[config.mk]
export PLATFORM = sky130hd
export DESIGN_NAME = seq_detector_param
export DESIGN_NICKNAME = d
export VERILOG_FILES = /design/src/rtl/seq_det_pkg.sv /design/src/rtl/seq_det_sat_cnt.sv /design/src/rtl/seq_detector_param.sv
export SDC_FILE = /design/constraint.sdc
export NUM_CORES = 1
export LEC_CHECK = 0
export CORE_ASPECT_RATIO = 1.25
export CORE_MARGIN = 2
export CORE_UTILIZATION = 53
export DETAILED_ROUTE_END_ITERATION = 10
export GPL_ROUTABILITY_DRIVEN = 0
export PLACE_DENSITY_LB_ADDON = 0.15
export SYNTH_ARGS = -nofsm -noshare
export SYNTH_HDL_FRONTEND = slang
export SYNTH_SLANG_ARGS = --single-unit
[constraint.sdc]
create_clock -name clk -period 3.3 [get_ports clk]
set_input_delay 0.495 -clock clk [delete_from_list [all_inputs] [get_ports clk]]
set_output_delay 0.495 -clock clk [all_outputs]
set_load 0.02 [all_outputs]
[src/rtl/seq_det_pkg.sv]
`default_nettype none
// ============================================================================
//  Module   : seq_det_pkg
//  Purpose  : Shared types and default constants for the parametrised serial
//             pattern detector (seq_detector_param) and its sub-blocks.
//  Contents : state_t  - detector FSM state encoding
//             len_t    - pattern-length type for the default MAX_LEN
//             DEF_*    - default parameter values
//  Revision : 1.0 - initial release
// ============================================================================
package seq_det_pkg;

   typedef enum logic [1:0] {
      S_IDLE = 2'd0,
      S_FILL = 2'd1,
      S_HUNT = 2'd2
   } state_t;

   localparam int         DEF_MAX_LEN   = 8;
   localparam int         DEF_CNT_W     = 8;
   localparam logic [7:0] DEF_PATTERN_C = 8'b00101001;
   localparam int         DEF_LEN_C     = 6;
   localparam int         DEF_LEN_W     = $clog2(DEF_MAX_LEN + 1);

   typedef logic [DEF_LEN_W-1:0] len_t;

endpackage : seq_det_pkg
`default_nettype wire

[src/rtl/seq_det_sat_cnt.sv]
`default_nettype none
// ============================================================================
//  Module   : seq_det_sat_cnt
//  Purpose  : Saturating event counter with synchronous clear and a sticky
//             saturation flag. Clear takes priority but still counts a
//             simultaneous increment, so clr+inc leaves the count at 1.
//  Ports    : clk, rst      - clock, synchronous active-high reset
//             i_clr         - clear count and saturation flag
//             i_inc         - count one event
//             o_cnt[CNT_W]  - current count, holds at all-ones
//             o_sat         - set when the count reaches all-ones
//  Revision : 1.0 - initial release
// ============================================================================
module seq_det_sat_cnt #(
   parameter int CNT_W = 8
) (
   input  logic             clk,
   input  logic             rst,
   input  logic             i_clr,
   input  logic             i_inc,
   output logic [CNT_W-1:0] o_cnt,
   output logic             o_sat
);

   localparam logic [CNT_W-1:0] c_ALL_ONES = {CNT_W{1'b1}};

   logic [CNT_W-1:0] r_cnt;
   logic             r_sat;

   always_ff @(posedge clk) begin
      if (rst) begin
         r_cnt <= '0;
         r_sat <= 1'b0;
      end else if (i_clr) begin
         r_cnt <= CNT_W'(i_inc);
         r_sat <= 1'b0;
      end else if (i_inc) begin
         if (r_cnt != c_ALL_ONES) begin
            r_cnt <= r_cnt + 1'b1;
            // Flag as soon as the count lands on all-ones, not one event later.
            if ((r_cnt + 1'b1) == c_ALL_ONES) begin
               r_sat <= 1'b1;
            end
         end else begin
            r_sat <= 1'b1;
         end
      end
   end

   assign o_cnt = r_cnt;
   assign o_sat = r_sat;

endmodule : seq_det_sat_cnt
`default_nettype wire

[src/rtl/seq_detector_param.sv]
`default_nettype none
// ============================================================================
//  Module   : seq_detector_param
//  Purpose  : Runtime-programmable serial pattern detector (1..MAX_LEN bits),
//             overlapping or non-overlapping matching, valid-qualified input,
//             one-cycle registered tone pulse per match, saturating counter.
//  Ports    : clk, rst      - clock, synchronous active-high reset
//             enable        - 1 = detect, 0 = idle (configuration writable)
//             cfg_pattern   - pattern, bit [len-1] received first
//             cfg_len       - pattern length (0 -> 1, >MAX_LEN -> MAX_LEN)
//             cfg_overlap   - 1 = overlapping matches allowed
//             bit_valid     - bit_in qualifier
//             bit_in        - serial data
//             cnt_clr       - clear match counter and saturation flag
//             tone          - one-cycle pulse per match
//             match_cnt     - saturating match count
//             cnt_sat       - sticky counter-saturated flag
//             busy          - detector in S_FILL or S_HUNT
//             irq, irq_ack  - only with SEQ_DET_IRQ_EN: sticky match
//                             interrupt and its acknowledge
//  Config   : SEQ_DET_IRQ_EN - adds the irq/irq_ack ports and logic
//  Revision : 1.0 - initial release
// ============================================================================
module seq_detector_param
   import seq_det_pkg::*;
#(
   parameter int                 MAX_LEN     = DEF_MAX_LEN,
   parameter int                 CNT_W       = DEF_CNT_W,
   parameter logic [MAX_LEN-1:0] DEF_PATTERN = MAX_LEN'(DEF_PATTERN_C),
   parameter int                 DEF_LEN     = DEF_LEN_C
) (
   input  logic                           clk,
   input  logic                           rst,
   input  logic                           enable,
   input  logic [MAX_LEN-1:0]             cfg_pattern,
   input  logic [$clog2(MAX_LEN+1)-1:0]   cfg_len,
   input  logic                           cfg_overlap,
   input  logic                           bit_valid,
   input  logic                           bit_in,
   input  logic                           cnt_clr,
   output logic                           tone,
   output logic [CNT_W-1:0]               match_cnt,
   output logic                           cnt_sat,
`ifdef SEQ_DET_IRQ_EN
   output logic                           busy,
   output logic                           irq,
   input  logic                           irq_ack
`else
   output logic                           busy
`endif
);

   localparam int LEN_W = $clog2(MAX_LEN + 1);

   state_t             r_state;
   logic [MAX_LEN-1:0] r_sr;
   logic [LEN_W-1:0]   r_fill;
   logic [MAX_LEN-1:0] r_pattern;
   logic [LEN_W-1:0]   r_len;
   logic               r_overlap;
   logic               r_tone;

   logic               w_acc;
   logic [MAX_LEN-1:0] w_sr_next;
   logic [MAX_LEN-1:0] w_mask;
   logic [LEN_W-1:0]   w_len_clamped;
   logic               w_full;
   logic               w_match;

   // ---------------------------------------------------------------------
   // Datapath: shift, length mask, compare
   // ---------------------------------------------------------------------
   assign w_acc     = bit_valid & (r_state != S_IDLE);
   assign w_sr_next = {r_sr[MAX_LEN-2:0], bit_in};

   always_comb begin
      w_mask = '0;
      for (int i = 0; i < MAX_LEN; i++) begin
         w_mask[i] = (i < int'(r_len));
      end
   end

   always_comb begin
      w_len_clamped = cfg_len;
      if (cfg_len == '0) begin
         w_len_clamped = LEN_W'(1);
      end else if (int'(cfg_len) > MAX_LEN) begin
         w_len_clamped = LEN_W'(MAX_LEN);
      end
   end

   // One bit wider so fill+1 cannot wrap when MAX_LEN+1 is a power of two.
   assign w_full  = ({1'b0, r_fill} + 1'b1) >= {1'b0, r_len};
   assign w_match = w_acc & w_full & (((w_sr_next ^ r_pattern) & w_mask) == '0);

   // ---------------------------------------------------------------------
   // FSM, shift register, configuration latch
   // ---------------------------------------------------------------------
   always_ff @(posedge clk) begin
      if (rst) begin
         r_state   <= S_IDLE;
         r_sr      <= '0;
         r_fill    <= '0;
         r_pattern <= DEF_PATTERN;
         r_len     <= LEN_W'(DEF_LEN);
         r_overlap <= 1'b1;
         r_tone    <= 1'b0;
      end else begin
         // A match on the bit accepted while enable drops still pulses.
         r_tone <= w_match;

         if (r_state == S_IDLE) begin
            r_pattern <= cfg_pattern;
            r_len     <= w_len_clamped;
            r_overlap <= cfg_overlap;
         end

         if (!enable) begin
            r_state <= S_IDLE;
            r_sr    <= '0;
            r_fill  <= '0;
         end else begin
            case (r_state)
               S_IDLE: begin
                  r_state <= S_FILL;
               end
               S_FILL: begin
                  if (w_acc) begin
                     r_sr <= w_sr_next;
                     if (w_match && !r_overlap) begin
                        r_fill <= '0;
                     end else if (w_full) begin
                        r_fill  <= r_len;
                        r_state <= S_HUNT;
                     end else begin
                        r_fill <= r_fill + 1'b1;
                     end
                  end
               end
               S_HUNT: begin
                  if (w_acc) begin
                     r_sr <= w_sr_next;
                     // Non-overlap: the matched bits may not seed the next match.
                     if (w_match && !r_overlap) begin
                        r_fill  <= '0;
                        r_state <= S_FILL;
                     end
                  end
               end
               default: begin
                  r_state <= S_IDLE;
               end
            endcase
         end
      end
   end

   // ---------------------------------------------------------------------
   // Match counter
   // ---------------------------------------------------------------------
   seq_det_sat_cnt #(
      .CNT_W (CNT_W)
   ) u_sat_cnt (
      .clk   (clk),
      .rst   (rst),
      .i_clr (cnt_clr),
      .i_inc (w_match),
      .o_cnt (match_cnt),
      .o_sat (cnt_sat)
   );

`ifdef SEQ_DET_IRQ_EN
   logic r_irq;

   // Set wins over acknowledge so a match in the ack cycle is not lost.
   always_ff @(posedge clk) begin
      if (rst) begin
         r_irq <= 1'b0;
      end else if (w_match) begin
         r_irq <= 1'b1;
      end else if (irq_ack) begin
         r_irq <= 1'b0;
      end
   end

   assign irq = r_irq;
`endif

   assign tone = r_tone;
   assign busy = (r_state != S_IDLE);

endmodule : seq_detector_param
`default_nettype wire

Word-level counts from Yosys, hierarchy flattened

Index checks and enable logic that the tools add are counted.

Register bits after elaboration: 36
Bits of input ports: 19
Output and inout bits: 11

$add $sub $neg: 3
Magnitude comparators: 10
Equal/unequal tests: 10
Multiplexer cells: 19
Bitwise gates (word level): 6
Reductions and logical operators: 18

Operators by type and width:

| cell                  | count |
|---|---|
| $mux W4               | 7 |
| $lt A3 B4 Y1 const A  | 4 |
| $ne A2 B2 Y1 const B  | 6 |
| $mux W2               | 5 |
| $add A8 B1 Y8 const B | 1 |
| $and A8 B8 Y8         | 1 |
| $eq A8 B8 Y1 const B  | 1 |
| $logic_not A8 Y1      | 1 |
| $lt A1 B4 Y1 const A  | 2 |
| $lt A2 B4 Y1 const A  | 2 |
| $ne A8 B8 Y1 const B  | 1 |
| $pmux W4 S2           | 1 |
| $reduce_and A2 Y1     | 4 |
| $reduce_bool A2 Y1    | 4 |
| $xor A8 B8 Y8         | 1 |
| $pmux W2 S3           | 1 |
| $reduce_or A2 Y1      | 3 |
| $add A4 B1 Y5 const B | 1 |
| $ge A5 B4 Y1          | 1 |
| $mux W1               | 5 |
| $reduce_and A5 Y1     | 1 |
| $add A4 B1 Y4 const B | 1 |
| $gt A4 B4 Y1 const B  | 1 |
| $logic_not A4 Y1      | 1 |
| 8 further kinds       | 10 |

Depth between registers and ports, before layout

Gate-level depths: netlist of the first run.

Word-level depth: 8
Mapped depth: 10
Mapped depth without buffers: 9

Hierarchy

A second synthesis of the first run with hierarchy kept.

Cells, all modules: 235
Area, all modules: 2058.2 sq um

By module, submodules not included:

| module             | instances | cells an instance | area an instance (sq um) |
|---|---|---|---|
| seq_detector_param | 1         | 174               | 1520.2 |
| seq_det_sat_cnt    | 1         | 61                | 538.0 |

Worst setup path before layout of the first run

OpenSTA, ideal clock, no wires.

Path kind: reg2reg
From: register r_fill[0]
To: register u_sat_cnt.r_cnt[5] (netlist: u_sat_cnt.o_cnt[5])
Arrival time: 2241 ps
Required time: 3230 ps
Path slack: 989 ps
Stages on the path, launching flop included: 11
Path buffers: 1
Period minus slack after synthesis: 2311 ps
Cells stage by stage: dfxtp_1 > ha_1 > xor2_1 > ha_1 > o21a_1 > nor2_1 > o21ai_2 > nand4_1 > buf_2 > or4_1 > a21oi_1

Word-level cells in the longest chain between the ends: 5

RTL lines:

| what                               | line                      | text |
|---|---|---|
| start, declared                    | seq_detector_param.sv:57  | `logic [LEN_W-1:0] r_fill;` |
| start signal, assigned             | seq_detector_param.sv:133 | `r_fill <= r_len;` |
| start signal, assigned             | seq_detector_param.sv:136 | `r_fill <= r_fill + 1'b1;` |
| $add A4 B1 Y5                      | seq_detector_param.sv:93  | `assign w_full = ({1'b0, r_fill} + 1'b1) >= {1'b0, r_len};` |
| $ge A5 B4 Y1                       | seq_detector_param.sv:93  |  |
| $and A1 B1 Y1 (2 in series)        | seq_detector_param.sv:94  | `assign w_match = w_acc & w_full & (((w_sr_next ^ r_pattern) & w_mask) == '0);` |
| $reduce_and A2 Y1 (no source line) | n/a                       |  |
| end signal, assigned               | seq_det_sat_cnt.sv:35     | `r_cnt <= CNT_W'(i_inc);` |
| end signal, assigned               | seq_det_sat_cnt.sv:39     | `r_cnt <= r_cnt + 1'b1;` |
| end, declared                      | seq_det_sat_cnt.sv:27     | `logic [CNT_W-1:0] r_cnt;` |

Every way passes these cells.
A chain may end at the register's enable or synchronous reset.

Worst setup path in the final report of the first run

Ends and elaborated chain as after synthesis.

==> metrics.md, run 1 <==
| Metric | Value |
|---|---|
| Status | `finished, final reports clean` |
| R2r worst-path depth | `9` |
| CTS tree | `yes` |
| DR vias | `1,771` |
| First-pass GRT wire length | `7265 µm` |
| WL/cell | `14.15 µm` |
| Iteration-0 DRC count of the detailed router | `101` |
| Lkg Pwr | `0.0008553 µW` |
| Pwr/cell area | `372.4 mW/mm²` |
| # DRC | `0` |
| CTS Buf Count | `5` |
| Largest net degree at the start of global routing | `17` |
| Number of synthesized register bits | `36` |
| Peak supply drop | `0.0003060 V` |
| Die area | `0.004180 mm²` |
| Share of layout cells above drive strength 1 | `6.154%` |
| Asr flop ratio synth | `0%` |
| Hold Buf Count CTS | `0` |
| CP Launch Type | `flip-flop` |
| ANT cells | `0` |
| Capturing point of the worst reg2reg path | `u_sat_cnt.o_cnt[5]` |
| Post-cts resize count | `0` |
| Maximum fanout along the worst path | `11` |
| Reg2reg setup slack | `0.57 ns` |
| Worst relative slew slack | `69.89%` |
| CP Capture Point | `u_sat_cnt.o_cnt[5]` |
| Min Tclk post-route | `2.731 ns` |
| DP Wirelength | `3134 µm` |
| FP Rows | `24` |
| Number of synthesized flops with an enable pin | `0` |
| CTS max path bufs | `2` |
| Commonest non-fill, non-tap cell in the layout | `dfxtp_1` |
| Total setup buffers inserted after CTS | `0` |
| YS warnings | `0` |
| Synth top area share | `36.99%` |
| Port Buffers | `29` |
| Layout area overhead | `20.17%` |
| IO Count | `30` |
| Fin nets | `289` |
| Mapped Nets | `261` |
| Main synth FF type | `dfxtp_1` |
| Critical hold path startpoint | `u_sat_cnt.o_sat` |
| RSZ-0062 raised after global routing | `no` |
| Slew Viols, Final | `0` |
| Netlist cell types | `47` |
| Setup TNS | `0 ns` |
| Slew @ Worst Pin | `0.4516 ns` |
| Mapped cell area | `0.001948 mm²` |
| Seq/Total Area, Yosys | `36.99%` |
| MaxCap Viol Count | `0` |
| Clock Sinks | `36` |
| Global Route Usage Sum | `22.27%` |
| Worst endpoint required time | `3.53 ns` |
| Crit path from | `r_fill[0]` |
| Die Ht | `71.79 µm` |
| Final hold vios | `0` |
| Period utilization | `82.76%` |
| Clock latency on the worst-skew pair | `0.29 ns` |
| Total core area | `0.003513 mm²` |
| Worst reg2reg startpoint | `r_fill[0]` |
| Via-to-Cell Ratio | `5.923` |
| Cells after Synth | `232` |
| Synth Area per Inst | `8.397 µm²` |
| Clock Pin Slew Worst Setup and Hold Paths | `0.08 ns` |
| Crit. End Element | `flip-flop` |
| Fin Hold WS | `0.4675 ns` |
| Initial core utilization | `55.45%` |
| Post-synth top area cell | `dfxtp_1` |
| Crit path kind | `flip-flop to flip-flop` |
| Leading cell types in the layout, fill and taps excluded | `dfxtp_1 (36), clkdlybuf4s50_1 (29), nand2_1 (24)` |
| Vias in the first global route | `1,653` |
| Die Wd | `58.23 µm` |
| Final clock skew | `0.008088 ns` |
| Initial antenna violation count | `0` |
| Drt pass-1 iters | `4` |
| Final setup viols | `0` |
| Total grt overflow | `0` |
| DRT antenna net count | `0` |
| Final wirelength | `4231 µm` |
| Worst Path Arrival | `2.96 ns` |
| Htree depth | `2` |
| Largest cells by area after synthesis | `dfxtp_1 (37%), ha_1 (6.4%), a21oi_1 (5.4%)` |
| Hold crit path type | `flip-flop to flip-flop` |
| Max Freq | `366.1 MHz` |
| CTS Root Cell | `clkbuf_8` |
flip-flops by register name, indices dropped and copies added, names as in the netlist:
signal / flops
r_pattern: 8
r_state: 2
r_sr: 7
r_fill: 4
tone: 1
u_sat_cnt.o_cnt: 8
r_len: 4
r_overlap: 1
u_sat_cnt.o_sat: 1
worst max-delay path: stages, from the launching register on:
cell and delay (ns):
dfxtp_1 0.42, ha_1 0.23, xor2_1 0.22, ha_1 0.22, o21a_1 0.12, nor2_1 0.06, o21ai_2 0.25, nand4_1 0.38
or4_1 0.62, a21oi_1 0.15
logic make-up after synthesis:
logic type / count (synthesis) / synth area share [%]
compound gates: 60 / 21.64
xor+xnor: 10 / 4.496
fa+ha+maj: 10 / 6.423
buf+inv: 18 / 3.533
flops: 36 / 36.99
mux: 6 / 3.083
simple gates: 92 / 23.83
metal layers:
layer	routed length, µm	GRT usage (%)	share of wire, %	vias to the layer above
li1	-	-	-	895
met1	1758	26.24	42	820
met2	2246	40.03	53	50
met3	161	3.791	3.8	6
met4	64	7.752	1.5	0
met5	0	0	0	-
synthesized netlist by cell type, drive strengths merged, types with 5 or more instances:
master	n
dfxtp	36
nand2	24
nor2	22
a21oi	21
nand3	16
ha	10
inv	8
clkbuf	7
xnor2	7
mux2i	6
a211o	5
a211oi	5
nor2b	5
o21ai	5
o2bb2ai	5
stage by stage:
stage / power [µW] / setup slack (ns) / utilization [%] / cell area [µm²] / instances
final: 871.7 / 0.5688 / 66.63 / 2341 / 299
after global routing: 907.8 / 0.3853 / 66.63 / 2341 / 299
after CTS: 879.0 / 0.5914 / 66.63 / 2341 / 299
after detailed placement: 580.8 / 0.6275 / 64.42 / 2263 / 292
after global placement: 579.1 / 0.7135 / 64.42 / 2263 / 292
after floorplan: 539.4 / 0.9890 / - / 1948 / 232
report_power, final:
part	total (µW)	switching (µW)	internal [µW]
Sequential	462	15.1	447
Combinational	110	53.5	56.8
Clock	299	156	144
worst min-delay path by stage:
| stage | depth (start not counted) | end | slack (ns) |
|---|---|---|---|
| global route | 1 | u_sat_cnt.o_sat | 0.48 |
| floorplan | 2 | r_sr[6] | 0.45 |
| global placement | 1 | u_sat_cnt.o_sat | 0.45 |
| finish | 1 | u_sat_cnt.o_sat | 0.47 |
| CTS | 1 | u_sat_cnt.o_sat | 0.47 |
| detailed placement | 1 | u_sat_cnt.o_sat | 0.46 |
cell type report:
class,instances,area [µm²]
inverter,8,30.03
clock buffer,6,72.57
multi-input combinational,178,1159
tap,39,48.80
fill,302,1172
sequential,36,720.7
timing repair buffer,31,305.3
clock inverter,1,5.005
No activity file was read; power rests on OpenSTA's default activity.
==> run 2, diff against run 1 <==
--- a/config.mk
+++ b/config.mk
@@ -7,7 +7,7 @@
 export LEC_CHECK = 0
 export CORE_ASPECT_RATIO = 1.25
 export CORE_MARGIN = 2
-export CORE_UTILIZATION = 53
+export CORE_UTILIZATION = 48
 export DETAILED_ROUTE_END_ITERATION = 10
 export GPL_ROUTABILITY_DRIVEN = 0
 export PLACE_DENSITY_LB_ADDON = 0.15
==> constraint.sdc (replaced) <==
create_clock -name clk -period 2.23 [get_ports clk]
set_input_delay 0.3345 -clock clk [delete_from_list [all_inputs] [get_ports clk]]
set_output_delay 0.3345 -clock clk [all_outputs]
set_load 0.02 [all_outputs]
==> metrics.md, run 2 (synthesized netlist as in run 1, its figures left out) <==
| Metric | Value |
|---|---|
| Min Tclk post-route | `2.383 ns (was 2.731 ns)` |
| ANT cells | `0 (unchanged)` |
| R2r worst-path depth | `10 (was 9)` |
| Worst reg2reg startpoint | `r_fill[0] (unchanged)` |
| Final clock skew | `0.002523 ns (was 0.008088 ns)` |
| Slew @ Worst Pin | `0.4628 ns (was 0.4516 ns)` |
| FP Rows | `25 (was 24)` |
| CTS Buf Count | `5 (unchanged)` |
| Hold Path Depth | `2 (was 1)` |
| Fin Hold WS | `0.4744 ns (was 0.4675 ns)` |
| Via-to-Cell Ratio | `5.448 (was 5.923)` |
| Lkg Pwr | `0.001003 µW (was 0.0008553 µW)` |
| Peak supply drop | `0.0004693 V (was 0.0003060 V)` |
| DR vias | `1,825 (was 1,771)` |
| DP Area | `0.002429 mm² (was 0.002263 mm²)` |
| Period utilization | `106.8% (was 82.76%)` |
| Drt pass-1 iters | `4 (unchanged)` |
| CP cell instances | `ha_4, xor2_2, ha_2, o21a_1, nor2_2, o21ai_4, nand4_1, buf_4, nor4_2, o21a_1 (was ha_1, xor2_1, ha_1, o21a_1, nor2_1, o21ai_2, nand4_1, or4_1, a21oi_1)` |
| Slew Viols, Final | `0 (unchanged)` |
| Largest net degree at the start of global routing | `16 (was 17)` |
| Die Ht | `75.23 µm (was 71.79 µm)` |
| Final hold vios | `0 (unchanged)` |
| First-pass GRT wire length | `7603 µm (was 7265 µm)` |
| Initial antenna violation count | `0 (unchanged)` |
| Max Freq | `419.7 MHz (was 366.1 MHz)` |
| Final setup viols | `14 (was 0)` |
| CTS tree | `yes (unchanged)` |
| Hold crit path type | `flip-flop to flip-flop (unchanged)` |
| Worst endpoint required time | `2.46 ns (was 3.53 ns)` |
| # DRC | `0 (unchanged)` |
| RSZ-0062 raised after global routing | `yes (was no)` |
| Status | `complete, but fails checks (was finished, final reports clean)` |
| Clock Pin Slew Worst Setup and Hold Paths | `0.07 ns (was 0.08 ns)` |
| DP Wirelength | `3320 µm (was 3134 µm)` |
| Final worst slack | `-0.1527 ns (was 0.5688 ns)` |
| Final non-filler cell total | `335 (was 299)` |
| WP buf/inv | `1 (was 0)` |
| Crit path kind | `flip-flop to flip-flop (unchanged)` |
| Total grt overflow | `0 (unchanged)` |
| Total core area | `0.003847 mm² (was 0.003513 mm²)` |
| Final core occ | `69.69% (was 66.63%)` |
| WL/cell | `13.49 µm (was 14.15 µm)` |
| Design area | `0.002681 mm² (was 0.002341 mm²)` |
| Vias in the first global route | `1,682 (was 1,653)` |
| Share of layout cells above drive strength 1 | `19.93% (was 6.154%)` |
| Filler Cells Inserted | `309 (was 302)` |
| DRT antenna net count | `0 (unchanged)` |
| Iteration-0 DRC count of the detailed router | `159 (was 101)` |
| Maximum fanout along the worst path | `6 (was 11)` |
| MaxCap Viol Count | `0 (unchanged)` |
| Initial core utilization | `50.63% (was 55.45%)` |
| Pwr/cell area | `565.7 mW/mm² (was 372.4 mW/mm²)` |
| Port Buffers | `29 (unchanged)` |
| Worst Path Arrival | `2.62 ns (was 2.96 ns)` |
| CP peak stage delay | `0.36 ns (was 0.62 ns)` |
| Crit. End Element | `flip-flop (unchanged)` |
| Failing checks | `setup timing` |
| Multi-input logic area | `0.001269 mm² (was 0.001159 mm²)` |
| CTS Root Cell | `clkbuf_8 (unchanged)` |
| Total power draw | `1517 µW (was 871.7 µW)` |
| Post-Place Cells | `322 (was 292)` |
| Layout area overhead | `37.64% (was 20.17%)` |
| Commonest non-fill, non-tap cell in the layout | `dfxtp_1 (unchanged)` |
| Capturing point of the worst reg2reg path | `u_sat_cnt.o_sat (was u_sat_cnt.o_cnt[5])` |
| IO Count | `30 (unchanged)` |
| Htree depth | `2 (unchanged)` |
| Clock Sinks | `36 (unchanged)` |
| Reg2reg setup slack | `-0.15 ns (was 0.57 ns)` |
| CTS max path bufs | `2 (unchanged)` |
| Worst hold endpoint | `r_sr[6] (was u_sat_cnt.o_sat)` |
| Crit-path slowest cell | `dfxtp_4 (was or4_1)` |
| Fin nets | `309 (was 289)` |
| Global Route Usage Sum | `22.06% (was 22.27%)` |
| Leading cell types in the layout, fill and taps excluded | `dfxtp_1 (33), clkdlybuf4s50_1 (28), nand2_1 (24) (was dfxtp_1 (36), clkdlybuf4s50_1 (29), nand2_1 (24))` |
| Worst relative slew slack | `69.04% (was 69.89%)` |
| Clock latency on the worst-skew pair | `0.29 ns (about the same)` |
| Critical hold path startpoint | `r_sr[6] (was u_sat_cnt.o_sat)` |
| CP top delay family | `simple AND/OR/NAND/NOR gates (unchanged)` |
| CP Launch Type | `flip-flop (unchanged)` |
| Die area | `0.004587 mm² (was 0.004180 mm²)` |
| Final wirelength | `4518 µm (was 4231 µm)` |
| Die Wd | `60.98 µm (was 58.23 µm)` |
| Hold Buf Count CTS | `0 (unchanged)` |
| CP dominant cell by count | `o21a_1 (was ha_1)` |
| Sequential Area | `726.9 µm² (was 720.7 µm²)` |
-- run 2: worst max-delay path by stage --
stage / cells after the start / from / endpoint
after floorplan: 10 / r_fill[0] / u_sat_cnt.o_cnt[4]
after global placement: 8 / r_fill[0] / r_fill[1]
after detailed placement: 9 / r_fill[2] / u_sat_cnt.o_cnt[3]
after CTS: 10 / r_fill[0] / u_sat_cnt.o_sat
after global routing: 9 / r_fill[0] / u_sat_cnt.o_cnt[5]
final: 10 / r_fill[0] / u_sat_cnt.o_sat
-- run 2: area by class of cell --
cell class | instances | share of cell area [%]
clock inverter | 1 | 1.120
clock buffer | 7 | 3.593
tap | 54 | 2.520
inverter | 8 | 1.120
multi-input combinational | 178 | 47.32
sequential | 36 | 27.11
timing repair buffer | 51 | 17.22
-- run 2: timing repair --
item                                    4_1_cts  5_1_grt
endpoints found under the hold margin         0        0
resized for setup                             8        8
endpoints found under the setup margin       11       15
pin swaps                                     7        6
setup buffers                                 3        2
-- run 2: metal layers --
layer,GRT usage (%),vias up,share of wire (%)
met1,27.22,826,44
met4,7.488,0,2.0
met5,0,-,0
li1,-,940,-
met3,5.326,10,3.6
met2,37.28,49,51
-- run 2: metrics by stage --
step / setup TNS, ns / worst slack (ns)
4_1_cts: -0.4015 / -0.06891
3_3_place_gp: -0.4341 / -0.09726
3_5_place_dp: -0.6740 / -0.1175
6_report: -1.122 / -0.1527
5_1_grt: -2.587 / -0.2471
2_1_floorplan: -0.05766 / -0.02883
-- run 2: worst reg2reg max path, delay by kind of cell (launching register included) --
| family | cells | cell delay [ns] |
|---|---|---|
| flip-flops | 1 | 0.36 |
| buffers and inverters | 1 | 0.26 |
| XOR/XNOR | 1 | 0.15 |
| AND/OR/NAND/NOR | 3 | 0.59 |
| adder cells (fa/ha/maj) | 2 | 0.47 |
| AO/OA/AOI/OAI | 3 | 0.49 |
-- run 2: power by group --
part / switching (µW) / internal (µW) / total, µW / leakage (µW)
logic: 94.5 / 112 / 206 / 0.000643
clock network: 237 / 394 / 632 / 0.0000645
registers: 18.4 / 660 / 679 / 0.000296
total: 350 / 1170 / 1520 / 0.00100
